[config.mk]
export PLATFORM = sky130hd
export DESIGN_NAME = cpu_wb_bridge_flat
export DESIGN_NICKNAME = d
export VERILOG_FILES = /design/src/rtl/cpu_wb_bridge_pkg.sv /design/src/rtl/cpu_wb_bridge_if.sv /design/src/rtl/cpu_wb_bridge_line_buffer.sv /design/src/rtl/cpu_wb_bridge.sv /design/src/flat_wrapper.sv
export SDC_FILE = /design/constraint.sdc
export NUM_CORES = 1
export LEC_CHECK = 0
export BUFFER_PORTS_ARGS = -buffer_cell sky130_fd_sc_hd__buf_2
export CORE_ASPECT_RATIO = 0.75
export CORE_MARGIN = 2
export CORE_UTILIZATION = 30
export DETAILED_ROUTE_END_ITERATION = 8
export GPL_ROUTABILITY_DRIVEN = 0
export SLEW_MARGIN = 20
export SYNTH_ARGS = -nofsm -noshare
export SYNTH_HDL_FRONTEND = slang
export SYNTH_SLANG_ARGS = --single-unit
[constraint.sdc]
create_clock -name clk -period 5.7 [get_ports clk]
set_input_delay 1.14 -clock clk [delete_from_list [all_inputs] [get_ports clk]]
set_output_delay 1.14 -clock clk [all_outputs]
set_load 0.005 [all_outputs]
[src/rtl/cpu_wb_bridge_pkg.sv]
`default_nettype none
// +----------------------------------------------------------------------+
// | Package     : lc3b_types                                             |
// | Description : Shared LC-3b widths and the CPU/Wishbone bridge state  |
// |               encoding.                                              |
// | Revision    : 1.0 - initial release                                  |
// +----------------------------------------------------------------------+
package lc3b_types;

  // CPU word and write byte-mask of the LC-3b memory port
  typedef logic [15:0] lc3b_word;
  typedef logic [1:0]  lc3b_mem_wmask;

  // Bridge sequencer states
  typedef enum logic [1:0] {
    IDLE = 2'd0,
    BUS  = 2'd1,
    RESP = 2'd2
  } bridge_state_t;

endpackage
`default_nettype wire

[src/rtl/cpu_wb_bridge_if.sv]
`default_nettype none
// +----------------------------------------------------------------------+
// | Interface   : cpu_wb_bridge_if                                       |
// | Description : Line-wide Wishbone bus between the CPU bridge (master) |
// |               and the cache (slave).                                 |
// | Revision    : 1.0 - initial release                                  |
// +----------------------------------------------------------------------+
interface cpu_wb_bridge_if #(
  parameter int LINE_BYTES = 16,
  parameter int ADDR_W     = 16
);

  logic                    wb_cyc;
  logic                    wb_stb;
  logic                    wb_we;
  logic [LINE_BYTES-1:0]   wb_sel;
  logic [ADDR_W-1:0]       wb_adr;
  logic [8*LINE_BYTES-1:0] wb_dat_m;
  logic [8*LINE_BYTES-1:0] wb_dat_s;
  logic                    wb_ack;

  modport master (
    output wb_cyc, wb_stb, wb_we, wb_sel, wb_adr, wb_dat_m,
    input  wb_dat_s, wb_ack
  );

  modport slave (
    input  wb_cyc, wb_stb, wb_we, wb_sel, wb_adr, wb_dat_m,
    output wb_dat_s, wb_ack
  );

endinterface
`default_nettype wire

[src/rtl/cpu_wb_bridge_line_buffer.sv]
`default_nettype none
// +----------------------------------------------------------------------+
// | Module      : cpu_line_buffer                                        |
// | Description : One-line read buffer: valid/tag/line storage with hit |
// |               compare, word extract, line load, byte merge, flush.   |
// | Revision    : 1.0 - initial release                                  |
// +----------------------------------------------------------------------+
module cpu_line_buffer #(
  parameter int LINE_BYTES = 16,
  parameter int WORD_BYTES = 2,
  parameter int ADDR_W     = 16,
  parameter int OFF        = $clog2(LINE_BYTES),
  parameter int WOFF       = $clog2(WORD_BYTES),
  parameter int IDX_W      = (OFF > WOFF) ? (OFF - WOFF) : 1
) (
  input  wire logic                    clk,
  input  wire logic                    rst_n,
  input  wire logic                    flush,
  // lookup side (current CPU address)
  input  wire logic [ADDR_W-OFF-1:0]   lookup_tag,
  input  wire logic [IDX_W-1:0]        lookup_idx,
  output logic                         lookup_hit,
  output logic [8*WORD_BYTES-1:0]      lookup_word,
  // update side (latched bus address)
  input  wire logic [ADDR_W-OFF-1:0]   wr_tag,
  input  wire logic                    load_en,
  input  wire logic [8*LINE_BYTES-1:0] load_line,
  input  wire logic                    merge_en,
  input  wire logic [LINE_BYTES-1:0]   merge_sel,
  input  wire logic [8*LINE_BYTES-1:0] merge_line
);

  localparam int c_word_bits = 8 * WORD_BYTES;

  logic                      r_valid;
  logic [ADDR_W-OFF-1:0]     r_tag;
  logic [8*LINE_BYTES-1:0]   r_line;
  logic [8*LINE_BYTES-1:0]   w_merged;
  logic                      w_wr_match;
  logic [IDX_W+WOFF+2:0]     w_bit_sh;

  assign lookup_hit  = r_valid && (r_tag == lookup_tag);
  assign w_wr_match  = r_valid && (r_tag == wr_tag);
  assign w_bit_sh    = {lookup_idx, {(WOFF + 3){1'b0}}};
  assign lookup_word = r_line[w_bit_sh +: c_word_bits];

  // Per-lane merge: selected lanes take the written bytes, others keep the line
  for (genvar b = 0; b < LINE_BYTES; b++) begin : g_merge
    assign w_merged[8*b +: 8] = merge_sel[b] ? merge_line[8*b +: 8] : r_line[8*b +: 8];
  end

  // Line storage: fill on read ack, write-through merge on matching write; flush wins on valid
  always_ff @(posedge clk or negedge rst_n) begin
    if (!rst_n) begin
      r_valid <= 1'b0;
      r_tag   <= '0;
      r_line  <= '0;
    end else begin
      if (load_en) begin
        r_line  <= load_line;
        r_tag   <= wr_tag;
        r_valid <= 1'b1;
      end else if (merge_en && w_wr_match) begin
        r_line  <= w_merged;
      end
      if (flush) begin
        r_valid <= 1'b0;
      end
    end
  end

endmodule
`default_nettype wire

[src/rtl/cpu_wb_bridge.sv]
`default_nettype none
// +----------------------------------------------------------------------+
// | Module      : cpu_wb_bridge                                          |
// | Description : LC-3b word memory port to line-wide Wishbone bridge   |
// |               with registered bus cycles and a one-line read buffer. |
// | Revision    : 1.0 - initial release                                  |
// +----------------------------------------------------------------------+
module cpu_wb_bridge
  import lc3b_types::*;
#(
  parameter int LINE_BYTES = 16,
  parameter int WORD_BYTES = 2,
  parameter int ADDR_W     = 16
) (
  input  wire logic                    clk,
  input  wire logic                    rst_n,
  input  wire logic                    mem_read,
  input  wire logic                    mem_write,
  input  wire logic [WORD_BYTES-1:0]   mem_byte_enable,
  input  wire logic [ADDR_W-1:0]       mem_address,
  input  wire logic [8*WORD_BYTES-1:0] mem_wdata,
  output logic [8*WORD_BYTES-1:0]      mem_rdata,
  output logic                         mem_resp,
  input  wire logic                    flush,
  cpu_wb_bridge_if.master              wb
);

  localparam int c_off        = $clog2(LINE_BYTES);
  localparam int c_woff       = $clog2(WORD_BYTES);
  localparam int c_idx_w      = (c_off > c_woff) ? (c_off - c_woff) : 1;
  localparam int c_word_bits  = 8 * WORD_BYTES;
  localparam int c_line_bits  = 8 * LINE_BYTES;

  bridge_state_t               r_state;
  bridge_state_t               w_next_state;
  logic [ADDR_W-1:0]           r_addr;
  logic [c_word_bits-1:0]      r_wdata;
  logic [WORD_BYTES-1:0]       r_mask;
  logic                        r_we;
  logic [c_word_bits-1:0]      r_rdata;

  logic                        w_in_bus;
  logic                        w_accept;
  logic                        w_hit;
  logic [c_word_bits-1:0]      w_buf_word;
  logic [c_idx_w-1:0]          w_cur_idx;
  logic [c_idx_w-1:0]          w_r_idx;
  logic [c_idx_w+c_woff-1:0]   w_byte_sh;
  logic [c_idx_w+c_woff+2:0]   w_bit_sh;
  logic [WORD_BYTES-1:0]       w_word_lanes;
  logic [LINE_BYTES-1:0]       w_sel_line;
  logic [c_line_bits-1:0]      w_dat_line;
  logic [c_word_bits-1:0]      w_fill_word;
  logic                        w_rd_ack;
  logic                        w_wr_ack;

  // Word index within the line, for the live CPU address and the latched one
  if (c_off > c_woff) begin : g_idx
    assign w_cur_idx = mem_address[c_off-1:c_woff];
    assign w_r_idx   = r_addr[c_off-1:c_woff];
  end else begin : g_idx_single
    assign w_cur_idx = '0;
    assign w_r_idx   = '0;
  end

  // Byte-within-word address bits carry no information for word-aligned access
  if (c_woff > 0) begin : g_word_lsb
    logic w_unused_lsb;
    assign w_unused_lsb = ^{mem_address[c_woff-1:0], r_addr[c_woff-1:0]};
  end

  assign w_in_bus     = (r_state == BUS);
  assign w_accept     = (r_state == IDLE) && (mem_read || mem_write);
  assign w_byte_sh    = {w_r_idx, {c_woff{1'b0}}};
  assign w_bit_sh     = {w_r_idx, {(c_woff + 3){1'b0}}};
  assign w_word_lanes = r_we ? r_mask : {WORD_BYTES{1'b1}};
  assign w_sel_line   = LINE_BYTES'(w_word_lanes) << w_byte_sh;
  assign w_dat_line   = c_line_bits'(r_wdata) << w_bit_sh;
  assign w_fill_word  = wb.wb_dat_s[w_bit_sh +: c_word_bits];
  assign w_rd_ack     = w_in_bus && wb.wb_ack && !r_we;
  assign w_wr_ack     = w_in_bus && wb.wb_ack && r_we;

  // Bus outputs decode only from registered state and latched request
  assign wb.wb_cyc   = w_in_bus;
  assign wb.wb_stb   = w_in_bus;
  assign wb.wb_we    = w_in_bus && r_we;
  assign wb.wb_sel   = w_in_bus ? w_sel_line : '0;
  assign wb.wb_adr   = {r_addr[ADDR_W-1:c_off], {c_off{1'b0}}};
  assign wb.wb_dat_m = (w_in_bus && r_we) ? w_dat_line : '0;

  assign mem_resp  = (r_state == RESP);
  assign mem_rdata = r_rdata;

  cpu_line_buffer #(
    .LINE_BYTES (LINE_BYTES),
    .WORD_BYTES (WORD_BYTES),
    .ADDR_W     (ADDR_W)
  ) u_line_buffer (
    .clk         (clk),
    .rst_n       (rst_n),
    .flush       (flush),
    .lookup_tag  (mem_address[ADDR_W-1:c_off]),
    .lookup_idx  (w_cur_idx),
    .lookup_hit  (w_hit),
    .lookup_word (w_buf_word),
    .wr_tag      (r_addr[ADDR_W-1:c_off]),
    .load_en     (w_rd_ack),
    .load_line   (wb.wb_dat_s),
    .merge_en    (w_wr_ack),
    .merge_sel   (w_sel_line),
    .merge_line  (w_dat_line)
  );

  // State register; reset abandons any bus cycle at once
  always_ff @(posedge clk or negedge rst_n) begin
    if (!rst_n) begin
      r_state <= IDLE;
    end else begin
      r_state <= w_next_state;
    end
  end

  // Next state: writes always go to the bus, reads only on a buffer miss
  always_comb begin
    w_next_state = r_state;
    case (r_state)
      IDLE: begin
        if (mem_write) begin
          w_next_state = BUS;
        end else if (mem_read) begin
          w_next_state = w_hit ? RESP : BUS;
        end
      end
      BUS:     if (wb.wb_ack) w_next_state = RESP;
      RESP:    w_next_state = IDLE;
      default: w_next_state = IDLE;
    endcase
  end

  // Request latch on leaving IDLE, and read data capture from buffer or bus
  always_ff @(posedge clk or negedge rst_n) begin
    if (!rst_n) begin
      r_addr  <= '0;
      r_wdata <= '0;
      r_mask  <= '0;
      r_we    <= 1'b0;
      r_rdata <= '0;
    end else begin
      if (w_accept) begin
        r_addr  <= mem_address;
        r_wdata <= mem_wdata;
        r_mask  <= mem_byte_enable;
        r_we    <= mem_write;
      end
      if (w_accept && !mem_write && w_hit) begin
        r_rdata <= w_buf_word;
      end else if (w_rd_ack) begin
        r_rdata <= w_fill_word;
      end
    end
  end

endmodule
`default_nettype wire

[src/flat_wrapper.sv]
// flat-port wrapper written by rule: the top's interface ports become plain ports
module cpu_wb_bridge_flat import lc3b_types::*;
#(
  parameter int LINE_BYTES = 16,
  parameter int WORD_BYTES = 2,
  parameter int ADDR_W     = 16
)
  (clk, rst_n, mem_read, mem_write, mem_byte_enable, mem_address, mem_wdata, mem_rdata, mem_resp, flush, wb_wb_cyc, wb_wb_stb, wb_wb_we, wb_wb_sel, wb_wb_adr, wb_wb_dat_m, wb_wb_dat_s, wb_wb_ack);
  cpu_wb_bridge_if #(.LINE_BYTES(LINE_BYTES), .ADDR_W(ADDR_W)) wb_i ();
  input  wire logic clk;
  input  wire logic rst_n;
  input  wire logic mem_read;
  input  wire logic mem_write;
  input  wire logic [WORD_BYTES-1:0] mem_byte_enable;
  input  wire logic [ADDR_W-1:0] mem_address;
  input  wire logic [8*WORD_BYTES-1:0] mem_wdata;
  output logic [8*WORD_BYTES-1:0] mem_rdata;
  output logic mem_resp;
  input  wire logic flush;
  output wire logic [$bits(wb_i.wb_cyc)-1:0] wb_wb_cyc;
  output wire logic [$bits(wb_i.wb_stb)-1:0] wb_wb_stb;
  output wire logic [$bits(wb_i.wb_we)-1:0] wb_wb_we;
  output wire logic [$bits(wb_i.wb_sel)-1:0] wb_wb_sel;
  output wire logic [$bits(wb_i.wb_adr)-1:0] wb_wb_adr;
  output wire logic [$bits(wb_i.wb_dat_m)-1:0] wb_wb_dat_m;
  input wire logic [$bits(wb_i.wb_dat_s)-1:0] wb_wb_dat_s;
  input wire logic [$bits(wb_i.wb_ack)-1:0] wb_wb_ack;
  assign wb_wb_cyc = wb_i.wb_cyc;
  assign wb_wb_stb = wb_i.wb_stb;
  assign wb_wb_we = wb_i.wb_we;
  assign wb_wb_sel = wb_i.wb_sel;
  assign wb_wb_adr = wb_i.wb_adr;
  assign wb_wb_dat_m = wb_i.wb_dat_m;
  assign wb_i.wb_dat_s = wb_wb_dat_s;
  assign wb_i.wb_ack = wb_wb_ack;
  cpu_wb_bridge #(.LINE_BYTES(LINE_BYTES), .WORD_BYTES(WORD_BYTES), .ADDR_W(ADDR_W)) u_core (.clk(clk), .rst_n(rst_n), .mem_read(mem_read), .mem_write(mem_write), .mem_byte_enable(mem_byte_enable), .mem_address(mem_address), .mem_wdata(mem_wdata), .mem_rdata(mem_rdata), .mem_resp(mem_resp), .flush(flush), .wb(wb_i));
endmodule
==> qor.yml <==
drt:
  wl_per_cell_um: 24.18
  drtIter0Drc: 1405
  num_vias: 12700
  ant_nets: 0
  routed_wl_um: 54720
  routed_via_density: 5.611
  drc: 0
  dr.pass1.iters: 6
logic_synthesis:
  ys_ff_latch: 193
  synthTopCellsByCount: "nand2_1 (217), dfrtp_1 (193), and2_1 (131)"
  synthTopCellsByArea: "dfrtp_1 (38%), mux4_2 (11%), o211ai_1 (6.6%)"
  synth-async-reset-ratio_pct: 100.0
  synth.most_common_cell: "nand2_1"
  avgSynthCellArea_um2: 8.775
  yosysWarningCount: 0
  ys_types: 44
  ys.flop_type: "dfrtp_1"
  syn_area_um2: 12760
  synth_top_area_cell: "dfrtp_1"
  ys_seq_area_share_pct: 37.85
  synth_edf_count: 0
  syn_inst: 1454
  yosysTopAreaCellShare_pct: 37.85
worst_setup_path:
  rrSetupSlack_ns: 2.16
  setup.worst_path.class: "flip-flop to primary output"
  max_stage_delay_ns: 0.81
  cp_slowest_cell: "nor2_1"
  rr_endpoint: "u_core.u_line_buffer.r_line[121]"
  crit_arrival_ns: 2.81
  cp.buffers_inverters: 1
  crit_top_cell: "and2_1"
  cp_max_fo: 16
  r2r_start: "u_core.r_addr[1]"
  cp_cell_sequence: "nor2b_1, and2_1, nand2b_1, nor2_1, and2_1, buf_2"
  required_ns: 4.56
  rr_worst_depth: 6
  start_kind: "flip-flop"
  endpoint_kind: "primary output"
  path_delay_family: "simple AND/OR/NAND/NOR gates"
sta:
  period_minus_slack_ns: 3.954
  slew-limit-headroom_pct: 30.23
  fin_crit_sh_pct: 69.37
  hold_viol: 0
  worstMarginPinSlew_ns: 1.043
  grt_setup_unrepaired: "false"
  clock_skew_ns: 0.01693
  hold_slack_ns: 0.5022
  setup_tns_ns: 0
  max_freq_ghz: 0.2529
  setup_viol: 0
  finalMaxSlewViolations: 0
cells_and_area:
  postLayoutCellArea_um2: 15280
  drive_above_1_share_pct: 29.19
  area_delta_synth_final_pct: 19.74
  fin_cells: 2263
  nets: 1844
global_routing:
  grt_start_max_net_pins: 118
  grt_pass1_vias: 12550
  grt_pass1_wl_um: 79930
  antenna_found_initial: 5
  grt_use_total_pct: 24.23
  overflow: 0
floorplanning:
  rows: 65
  core_um2: 42050
  die_area_um2: 44210
  start_util_pct: 30.34
  ios: 348
  die_h_um: 182.6
  dieWidth_um: 242.1
run:
  max_cap_viol_count: 0
clock_tree:
  clock_path_buffers: 2
  root_buffer: "clkbuf_16"
  cts-htree-levels: 4
  cts.repair.resized: 0
  cts_sinks: 193
  clock_latency_ns: 0.45
  cts_tree: "built"
  clk_pin_slew_worst_paths_ns: 0.07
  cts_buffers: 17
  hold_buffers: 0
  post_cts_buffers: 0
hold_path:
  worstHoldStart: "u_core.r_mask[0]"
  hold_end: "u_core.r_mask[0]"
  hold_class: "flip-flop to flip-flop"
  whs_path_depth: 2
placed_design:
  place_area_um2: 14690
  io_buffers: 342
  place_hpwl_um: 37740
  dp.cells: 2226
power_and_ir_drop:
  vdd_drop_max_mv: 0.2880
  power_density_nw_per_um2: 500.4
  total_power_w: 0.007645
  p_leak_nw: 6.607
outcome:
  status: "finished clean"
state kept, by name, indices dropped and copies added, names as in the netlist:
signal,count
u_core.u_line_buffer.r_valid,1
u_core.r_state,2
u_core.r_mask,2
u_core.u_line_buffer.r_tag,12
u_core.mem_rdata,16
u_core.r_addr,15
u_core.r_we,1
u_core.r_wdata,16
u_core.u_line_buffer.r_line,128
per-layer routing:
metal	share of wire, %	global-route usage [%]	vias to the layer above
li1	-	-	5639
met1	41	31.78	6254
met2	47	38.80	717
met3	9.2	6.147	87
met4	2.3	8.765	0
met5	0	0	-
cell families after synthesis:
family	share of synthesized area (%)
xor gates and xnor gates	1.304
other	0.02939
AOI/OAI and AO/OA	17.86
DFF	37.85
and+or+nand+nor	22.35
muxes	14.17
buffers and inverters	6.433
metrics by stage:
stage          utilization [%]  setup slack (ns)
3_3_place_gp             34.93             1.948
2_1_floorplan                -             2.763
6_report                 36.33             1.746
3_5_place_dp             34.93             1.907
5_1_grt                  36.33             1.418
4_1_cts                  36.30             1.719
cell usage in the layout (no fill, tap or decap), types with 4 or more instances in the layout:
cell type  Yosys  layout
a31oi_1       72      72
a21oi_1       74      73
or2_1          5       5
mux4_2        64      64
inv_6          0       5
o211ai_1     112     112
nor2_1       129     128
buf_2         26     341
nand3b_1       5       5
dfrtp_1      193     191
mux2_2        13      13
clkbuf_16      0      17
inv_1          5       5
nor3_1        74      74
conb_1         1       4
diode_2        0       5
nand4_1       18      18
o21ai_0       83      83
mux2i_1       22      22
nor2b_1        4       4
buf_4         17      26
xnor2_1       16      16
nand2_1      217     217
a221o_1       13      13
and2_1       131     130
nand2b_1       9       9
worst register-to-register path: cells and delay by family (launching register included):
| kind | cells | cell delay, ns |
|---|---|---|
| AOI/OAI and AO/OA | 1 | 0.27 |
| buffers and inverters | 1 | 0.56 |
| DFF | 1 | 0.89 |
| and+or+nand+nor | 4 | 1.75 |
worst max-delay path by stage:
stage | start | end | slack, ns | cells past startpoint
6_report | u_core.r_state[0] | wb_wb_dat_m[96] | 1.75 | 6
5_1_grt | u_core.r_state[0] | wb_wb_dat_m[80] | 1.42 | 6
4_1_cts | u_core.r_state[0] | wb_wb_dat_m[93] | 1.72 | 6
3_5_place_dp | wb_wb_ack | u_core.u_line_buffer.r_line[8] | 1.91 | 6
3_3_place_gp | wb_wb_ack | u_core.u_line_buffer.r_line[15] | 1.95 | 6
2_1_floorplan | u_core.r_addr[2] | wb_wb_dat_m[117] | 2.76 | 7
area by class of cell:
| class | instances | area, um2 |
|---|---|---|
| fill | 4300 | 26770 |
| multi-input combinational | 1089 | 7168 |
| sequential | 193 | 4832 |
| timing repair buffer | 370 | 1956 |
| tap | 569 | 711.9 |
| clock buffer | 21 | 460.4 |
| clock inverter | 11 | 117.6 |
| inverter | 5 | 18.77 |
| antenna | 5 | 12.51 |
where the power goes:
part / switching (W) / internal [W] / total, W
Clock: 0.000608 / 0.000641 / 0.00125
Sequential: 0.000710 / 0.00202 / 0.00273
Combinational: 0.00223 / 0.00144 / 0.00367
Total: 0.00355 / 0.00409 / 0.00765
Power figures use the tool's default switching activity.
